**src/rtl/control_sequencer.sv**
```systemverilog
// Multi-cycle control sequencer for an RV32-style core: owns the PC and instruction register
// and steps FETCH -> DECODE -> EXECUTE -> [MEMORY] -> [WRITEBACK], trapping on illegal opcodes.
module control_sequencer #(
  parameter int unsigned     XLEN     = 32,
  parameter logic [XLEN-1:0] RESET_PC = 32'h0000_0000
) (
  input  logic            clk,
  input  logic            rst_n,
  output logic            imem_req,
  output logic [XLEN-1:0] imem_addr,
  input  logic            imem_ack,
  input  logic [31:0]     imem_rdata,
  output logic            dmem_req,
  output logic            dmem_we,
  input  logic            dmem_ack,
  input  logic            branch_taken,
  input  logic [XLEN-1:0] target_addr,
  output logic [31:0]     instr_out,
  output logic [XLEN-1:0] pc_out,
  output logic            rf_we,
  output logic            illegal,
  output logic [2:0]      state_out
);

  typedef enum logic [2:0] {
    StFetch     = 3'd0,
    StDecode    = 3'd1,
    StExecute   = 3'd2,
    StMemory    = 3'd3,
    StWriteback = 3'd4,
    StTrap      = 3'd7
  } state_e;

  localparam logic [6:0] OpLui    = 7'b0110111;
  localparam logic [6:0] OpAuipc  = 7'b0010111;
  localparam logic [6:0] OpJal    = 7'b1101111;
  localparam logic [6:0] OpJalr   = 7'b1100111;
  localparam logic [6:0] OpBranch = 7'b1100011;
  localparam logic [6:0] OpLoad   = 7'b0000011;
  localparam logic [6:0] OpStore  = 7'b0100011;
  localparam logic [6:0] OpOpImm  = 7'b0010011;
  localparam logic [6:0] OpOp     = 7'b0110011;
  localparam logic [6:0] OpFence  = 7'b0001111;
  localparam logic [6:0] OpSystem = 7'b1110011;

  state_e          state_q, state_d;
  logic [XLEN-1:0] pc_q, pc_d;
  logic [31:0]     instr_q, instr_d;
  logic            illegal_q, illegal_d;

  logic [6:0]      opcode;
  logic            legal;
  logic            is_store;
  logic            is_jump;
  logic [XLEN-1:0] pc_plus4;

  assign opcode   = instr_q[6:0];
  assign is_store = (opcode == OpStore);
  assign is_jump  = (opcode == OpJal) || (opcode == OpJalr);
  assign pc_plus4 = pc_q + XLEN'(4);

  always_comb begin
    legal = 1'b0;
    unique case (opcode)
      OpLui, OpAuipc, OpJal, OpJalr, OpBranch, OpLoad, OpStore,
      OpOpImm, OpOp, OpFence, OpSystem: legal = 1'b1;
      default: legal = 1'b0;
    endcase
  end

  always_comb begin
    state_d   = state_q;
    pc_d      = pc_q;
    instr_d   = instr_q;
    illegal_d = illegal_q;
    case (state_q)
      StFetch: begin
        if (imem_ack) begin
          instr_d = imem_rdata;
          state_d = StDecode;
        end
      end
      StDecode: begin
        if (legal) begin
          state_d = StExecute;
        end else begin
          state_d   = StTrap;
          illegal_d = 1'b1;
        end
      end
      StExecute: begin
        if ((opcode == OpLoad) || is_store) begin
          state_d = StMemory;
        end else if (opcode == OpBranch) begin
          state_d = StFetch;
          pc_d    = branch_taken ? target_addr : pc_plus4;
        end else if ((opcode == OpFence) || (opcode == OpSystem)) begin
          state_d = StFetch;
          pc_d    = pc_plus4;
        end else begin
          state_d = StWriteback;
        end
      end
      StMemory: begin
        if (dmem_ack) begin
          if (is_store) begin
            state_d = StFetch;
            pc_d    = pc_plus4;
          end else begin
            state_d = StWriteback;
          end
        end
      end
      StWriteback: begin
        state_d = StFetch;
        // Jump targets are forced to even addresses, matching JALR's LSB clear.
        pc_d    = is_jump ? {target_addr[XLEN-1:1], 1'b0} : pc_plus4;
      end
      StTrap:  state_d = StTrap;
      default: state_d = StTrap;
    endcase
  end

  always_ff @(posedge clk or negedge rst_n) begin
    if (!rst_n) begin
      state_q   <= StFetch;
      pc_q      <= RESET_PC;
      instr_q   <= 32'h0;
      illegal_q <= 1'b0;
    end else begin
      state_q   <= state_d;
      pc_q      <= pc_d;
      instr_q   <= instr_d;
      illegal_q <= illegal_d;
    end
  end

  // Strobes decode straight from the state register so reset clears them immediately.
  assign imem_req  = (state_q == StFetch);
  assign imem_addr = pc_q;
  assign dmem_req  = (state_q == StMemory);
  assign dmem_we   = (state_q == StMemory) && is_store;
  assign rf_we     = (state_q == StWriteback);
  assign illegal   = illegal_q;
  assign instr_out = instr_q;
  assign pc_out    = pc_q;
  assign state_out = state_q;

endmodule

```
**config.mk**
```make
export PLATFORM = sky130hd
export DESIGN_NAME = control_sequencer
export DESIGN_NICKNAME = d
export VERILOG_FILES = /design/src/rtl/control_sequencer.sv
export SDC_FILE = /design/constraint.sdc
export NUM_CORES = 1
export LEC_CHECK = 0
export CAP_MARGIN = 20
export CORE_UTILIZATION = 46
export CTS_BUF_LIST = sky130_fd_sc_hd__clkbuf_16
export DETAILED_ROUTE_END_ITERATION = 8
export MAX_ROUTING_LAYER = met4
export PLACE_DENSITY_LB_ADDON = 0.15
export SYNTH_ARGS = -nofsm -noshare
export SYNTH_HDL_FRONTEND = slang
export SYNTH_SLANG_ARGS = --single-unit
```
**constraint.sdc**
```tcl
create_clock -name clk -period 3.9 [get_ports clk]
set_input_delay 0.975 -clock clk [delete_from_list [all_inputs] [get_ports clk]]
set_output_delay 0.975 -clock clk [all_outputs]
set_load 0.02 [all_outputs]
```
==> flow_metrics.tcl <==
set metrics [dict create \
    hold_viol 0 \
    synth_nets 469 \
    synth_flop_cell "dfrtp_1" \
    stdcell_area_um2 5720 \
    path_cells "nor2_1, nand4_1, nor2_1, clkdlybuf4s50_1" \
    required_ns 2.92 \
    critical_path.max_fanout 6 \
    die_h_um 93.4 \
    final_common_cell "clkdlybuf4s50_1" \
    grt_overflow 0 \
    min_path_type "register to register" \
    drt_iter0_drc 174 \
    ir_worst_vdd_mv 0.246 \
    ys_types 50 \
    cts-htree-levels 3 \
    yosysSeqAreaShare_pct 44.3 \
    cts_tree "built" \
    fillCellCount 588 \
    diodes 0 \
    grt_pass1_vias 3476 \
    max_freq_mhz 325 \
    cts_root_buf "clkbuf_16" \
    arrival_ns 2.10 \
    end_kind "output port" \
    grt_setup_unrepaired "no" \
    cp_common_cell "nor2_1" \
    layout_common_cells "171 x clkdlybuf4s50_1, 68 x dfrtp_1, 45 x nand2_1, 45 x a21oi_1, 33 x o21ai_0" \
    antenna_found_initial 0 \
    cts_sinks 68 \
    finalWirelength_mm 10.5 \
    drc_errors 0 \
    cts_hold_buf 0 \
    setup_viol 0 \
    syn_area_um2 3840 \
    vias 3623 \
    die-area_um2 8720 \
    chipWidth_um 93.4 \
    cts_made_buffers 9 \
    power_frac_seq_pct 40.4 \
    finalPower_uw 1780 \
    worst_slew_pin_slew_ns 0.880 \
    netlist_instances 399 \
    setup-tns-final_ns 0 \
    start_kind "register" \
    ctsResizeCount 0 \
    ant_nets 0 \
    drv_slew 0 \
    routed_via_density 5.66 \
    dpl_cell_area_um2 5370 \
    post-cts-setup-buffer-count 0 \
    nNetsFinal 603 \
    min_period_ns 3.08 \
    skew_ns 0.00808 \
    cpMaxStageDelayCell "clkdlybuf4s50_1" \
    p_switching_uw 358 \
    core_area_um2 7890 \
    start_util_pct 48.7 \
    ios 173 \
    pwr-share-clk_pct 52.8 \
    track_usage_pct 24.9 \
    combinationalPowerShare_pct 6.8 \
    synth-edff-count 0 \
    wl_per_cell_um 16.4 \
    dp_hpwl_mm 7.48 \
    p_leak_uw 0.00242 \
    p_sw_share_pct 20.2 \
    utilization_pct 72.5 \
    slew_headroom_pct 41.3 \
    p_per_area_nw_per_um2 310 \
    grt_pass1_wl_mm 16.5 \
    layout-drive-gt1-share_pct 11.7 \
    place_congestion 0.858 \
    p_int_uw 1420 \
    critPathMaxStageDelay_ns 0.62 \
    clock_path_buffers 2 \
    outcome "complete, no violations" \
    drv_cap 0 \
    critical_path_class "register to output port" \
    synth-seq-cells 68 \
    synth-async-reset-ratio_pct 100 \
    rows 32 \
    cts.clk_slew.worst_paths_ns 0.06 \
    firstDrtPassIters 4 \
    port-buffer-count 172 \
    clk_latency_ns 0.33 \
    finalCritPeriodShare_pct 78.9 \
    yosys_warnings 0 \
    post_synth.cell_area_avg_um2 9.62 \
    grt_start_max_net_pins 69 \
    synthToLayoutAreaGrowth_pct 49.0 \
]
## cell type report
type	count	area (um^2)	area share, %
timing repair buffer	176	1760	30.8
clock buffer	9	225	3.94
inverter	7	26.3	0.459
multi-input combinational	271	1750	30.7
sequential	68	1700	29.7
tap	102	128	2.23
clock inverter	7	124	2.17
## routing by layer
metal  up-vias  track usage [%]  routed length [um]
met3        18             7.40                 949
met4         0             8.85                 159
met1      1746             29.8                4210
li1       1689                -                   -
met5         -                -                   0
met2       170             40.1                5180
## cell families (layout without fill, tap and decap cells)
logic type               after synthesis  count (layout)  share of synthesized area, %
adder cells (fa/ha/maj)                1               1                         0.326
AO/OA/AOI/OAI                        117             117                          18.3
flip-flops                            68              68                          44.3
buffers and inverters                 60             199                          10.2
AND/OR/NAND/NOR                      121             121                          17.5
multiplexers                          32              32                          9.32
## cell usage after synthesis, types with 5 or more instances
cell	number	area (um^2)
buf_4	34	255
nand3_1	19	95.1
and3_1	5	31.3
inv_1	7	26.3
buf_2	14	70.1
nand4_1	10	62.6
nand2_1	45	169
mux2_2	30	338
nand2b_1	5	31.3
dfrtp_1	68	1700
a21oi_1	45	225
o22ai_1	6	37.5
nor2_1	13	48.8
o21ai_0	33	165
## metrics by stage
stage | std cells | setup slack [ns] | hold slack (ns)
global route | 640 | 0.718 | 0.500
finish | 640 | 0.821 | 0.466
CTS | 640 | 0.817 | 0.472
floorplan | 399 | 1.55 | 0.582
detailed placement | 624 | 1.05 | 0.454
global placement | 624 | 1.06 | 0.454
## registers in the layout, summed over array words and instances, names as in the netlist
register and count:
illegal 1, state_out 3, imem_addr 32, instr_out 32
## final timing paths
kind / depth (start not counted) / start / slack [ns] / end
worst max-delay path: 4 / instr_out[4] / 0.82 / dmem_we
worst min-delay path: 1 / illegal / 0.47 / illegal
min in group asynchronous: 1 / rst_n / 0.74 / imem_addr[25]
max in group asynchronous: 1 / rst_n / 2.55 / imem_addr[19]
worst min register to register: 1 / illegal / 0.47 / illegal
worst max register to register: 7 / state_out[0] / 1.41 / imem_addr[14]
## power by group through the flow
stage | clock network, uW | registers (uW) | logic [uW]
2_1_floorplan | 0 | 736 | 17.3
3_3_place_gp | 0 | 730 | 121
3_5_place_dp | 0 | 730 | 122
4_1_cts | 952 | 718 | 123
5_1_grt | 991 | 718 | 130
6_report | 937 | 718 | 121
## critical path, delay by kind of cell (launching register included)
kind | cells | cell delay, ns
DFF | 1 | 0.46
buffers and inverters | 1 | 0.62
and+or+nand+nor | 3 | 0.70
Note: power is estimated with default switching activity, not from simulation.
==> edit: new RTL, same settings <==
Make the reset (`rst_n`) synchronous in one clocked block.
--- a/src/rtl/control_sequencer.sv
+++ b/src/rtl/control_sequencer.sv
@@ -123,3 +123,3 @@
 
-  always_ff @(posedge clk or negedge rst_n) begin
+  always_ff @(posedge clk) begin
     if (!rst_n) begin
Behaviour: differs if rst_n is asserted again (counterexample within 4 cycles, from zero or initial values and one cycle with rst_n low); with rst_n held inactive, the same outputs for 4 cycles.
==> edit against the unedited design <==
Clock skew down 1.6 ps. Worst hold slack worse by 12 ps. Sequential share of layout area down 5.5 points. Critical path depth grew 2. Critical path type is now in -> reg. Sequential cell count unchanged. Cell area fell by 1.9%. Synthesized area is 1.8% lower. Setup slack improved by 94 ps. Wire length is 15% higher. Register-to-register slack lost 150 ps.
Power is not compared: it rests on default switching activity, and its combinational part moved more than twofold at a synthesized area within 25%.
==> edit: results (changes against the unedited design) <==
metric;value;unit;change
Register-to-Register Setup Slack;1260;ps;-150 ps
CP max FO;37;;+31
Layout Cells excl Fill;731;;+14%
top cell family by delay on the critical path;simple AND/OR/NAND/NOR gates;;
Port Buf Inserts;172;;unchanged
Max transition margin;0.324;;-0.0890
total track usage;0.285;;+0.0355
compound-gate portion of the synthesized area;0.261;;+0.0779
RD Place Congestion;0.920;;+7.1%
Place WS;683;ps;-368 ps
Syn Nets;571;;+22%
FF-to-FF Start;state_out[2]$_SDFFE_PN0P_;;
HPWL after DPL;8050;um;+7.7%
largest net degree at the start of global routing;39;;-43%
Worst Hold Path Cells;2;;+1
top area cells in the synthesized netlist;dfxtp_1 (36%), nand2_1 (9.6%), a21oi_1 (9.4%);;
r2r worst-path depth;6;;-1
Final WS setup;915;ps;+93.9 ps
NumNets Final;694;;+15%
worst hold endpoint;instr_out[15]$_SDFFE_PN0P_;;
CP startpoint;branch_taken;;
layout cells sized above 1;0.0509;;-0.0662
Mapped Avg Cell Area;7.53;um2;-22%
# placed instances;715;;+15%
Worst Skew;6.50;ps;-1.57 ps
first-pass detailed-route iteration total;5;;+1
Hold Startpoint;instr_out[15]$_SDFFE_PN0P_;;
worst setup path endpoint;imem_addr[9]$_SDFFE_PN0P_;;
synth cell count leaders;nand2_1 (96), a21oi_1 (71), dfxtp_1 (68);;
Yosys cell types;55;;+10%
Starting DRT DRC Count;321;;+84%
critical path's slowest cell;mux2_4;;
Fin Hold WS;454;ps;-11.6 ps
post-synthesis mux area share;0.0123;;-0.0809
vias in the first global route;3924;;+13%
RR Endpoint;imem_addr[9]$_SDFFE_PN0P_;;
fin. max-slew vios;0;;unchanged
ys async rst share;0;;-1.00
clock latency on the worst-skew pair;330;ps;about the same
status;complete, no violations;;
placed cell area;5290;um2;-1.4%
==> edit: cell count changes in the layout (fill, tap and decap cells not counted), moves of 11 or more <==
cell     unedited run  this run
dfrtp_1            68         0
dfxtp_1             0        68
nand2_1            45        96
mux2_2             30         1
a21oi_1            45        71
o21ai_0            33        22
==> edit: area by class of cell <==
type / instances / area (um2)
clock inverter: 7 / 91.3
tap: 102 / 128
multi-input combinational: 353 / 1980
fill: 663 / 2240
inverter: 12 / 45.0
timing repair buffer: 180 / 1780
clock buffer: 9 / 225
sequential: 68 / 1360
==> edit: power by group through the flow <==
stage                     combinational, mW  clock (mW)  sequential [mW]
after floorplan                       0.341           0            0.966
after global placement                0.761           0            0.882
after detailed placement              0.773           0            0.886
after CTS                             0.779       0.878            0.875
after global routing                  0.838       0.912            0.890
final                                 0.777       0.872            0.877
==> edit: layer usage <==
metal,wire length (um),vias up,GRT usage
met5,0,-,-
met4,146,0,0.0820
met3,1040,14,0.0714
met2,5850,225,0.460
met1,5000,1996,0.351
li1,-,2033,-
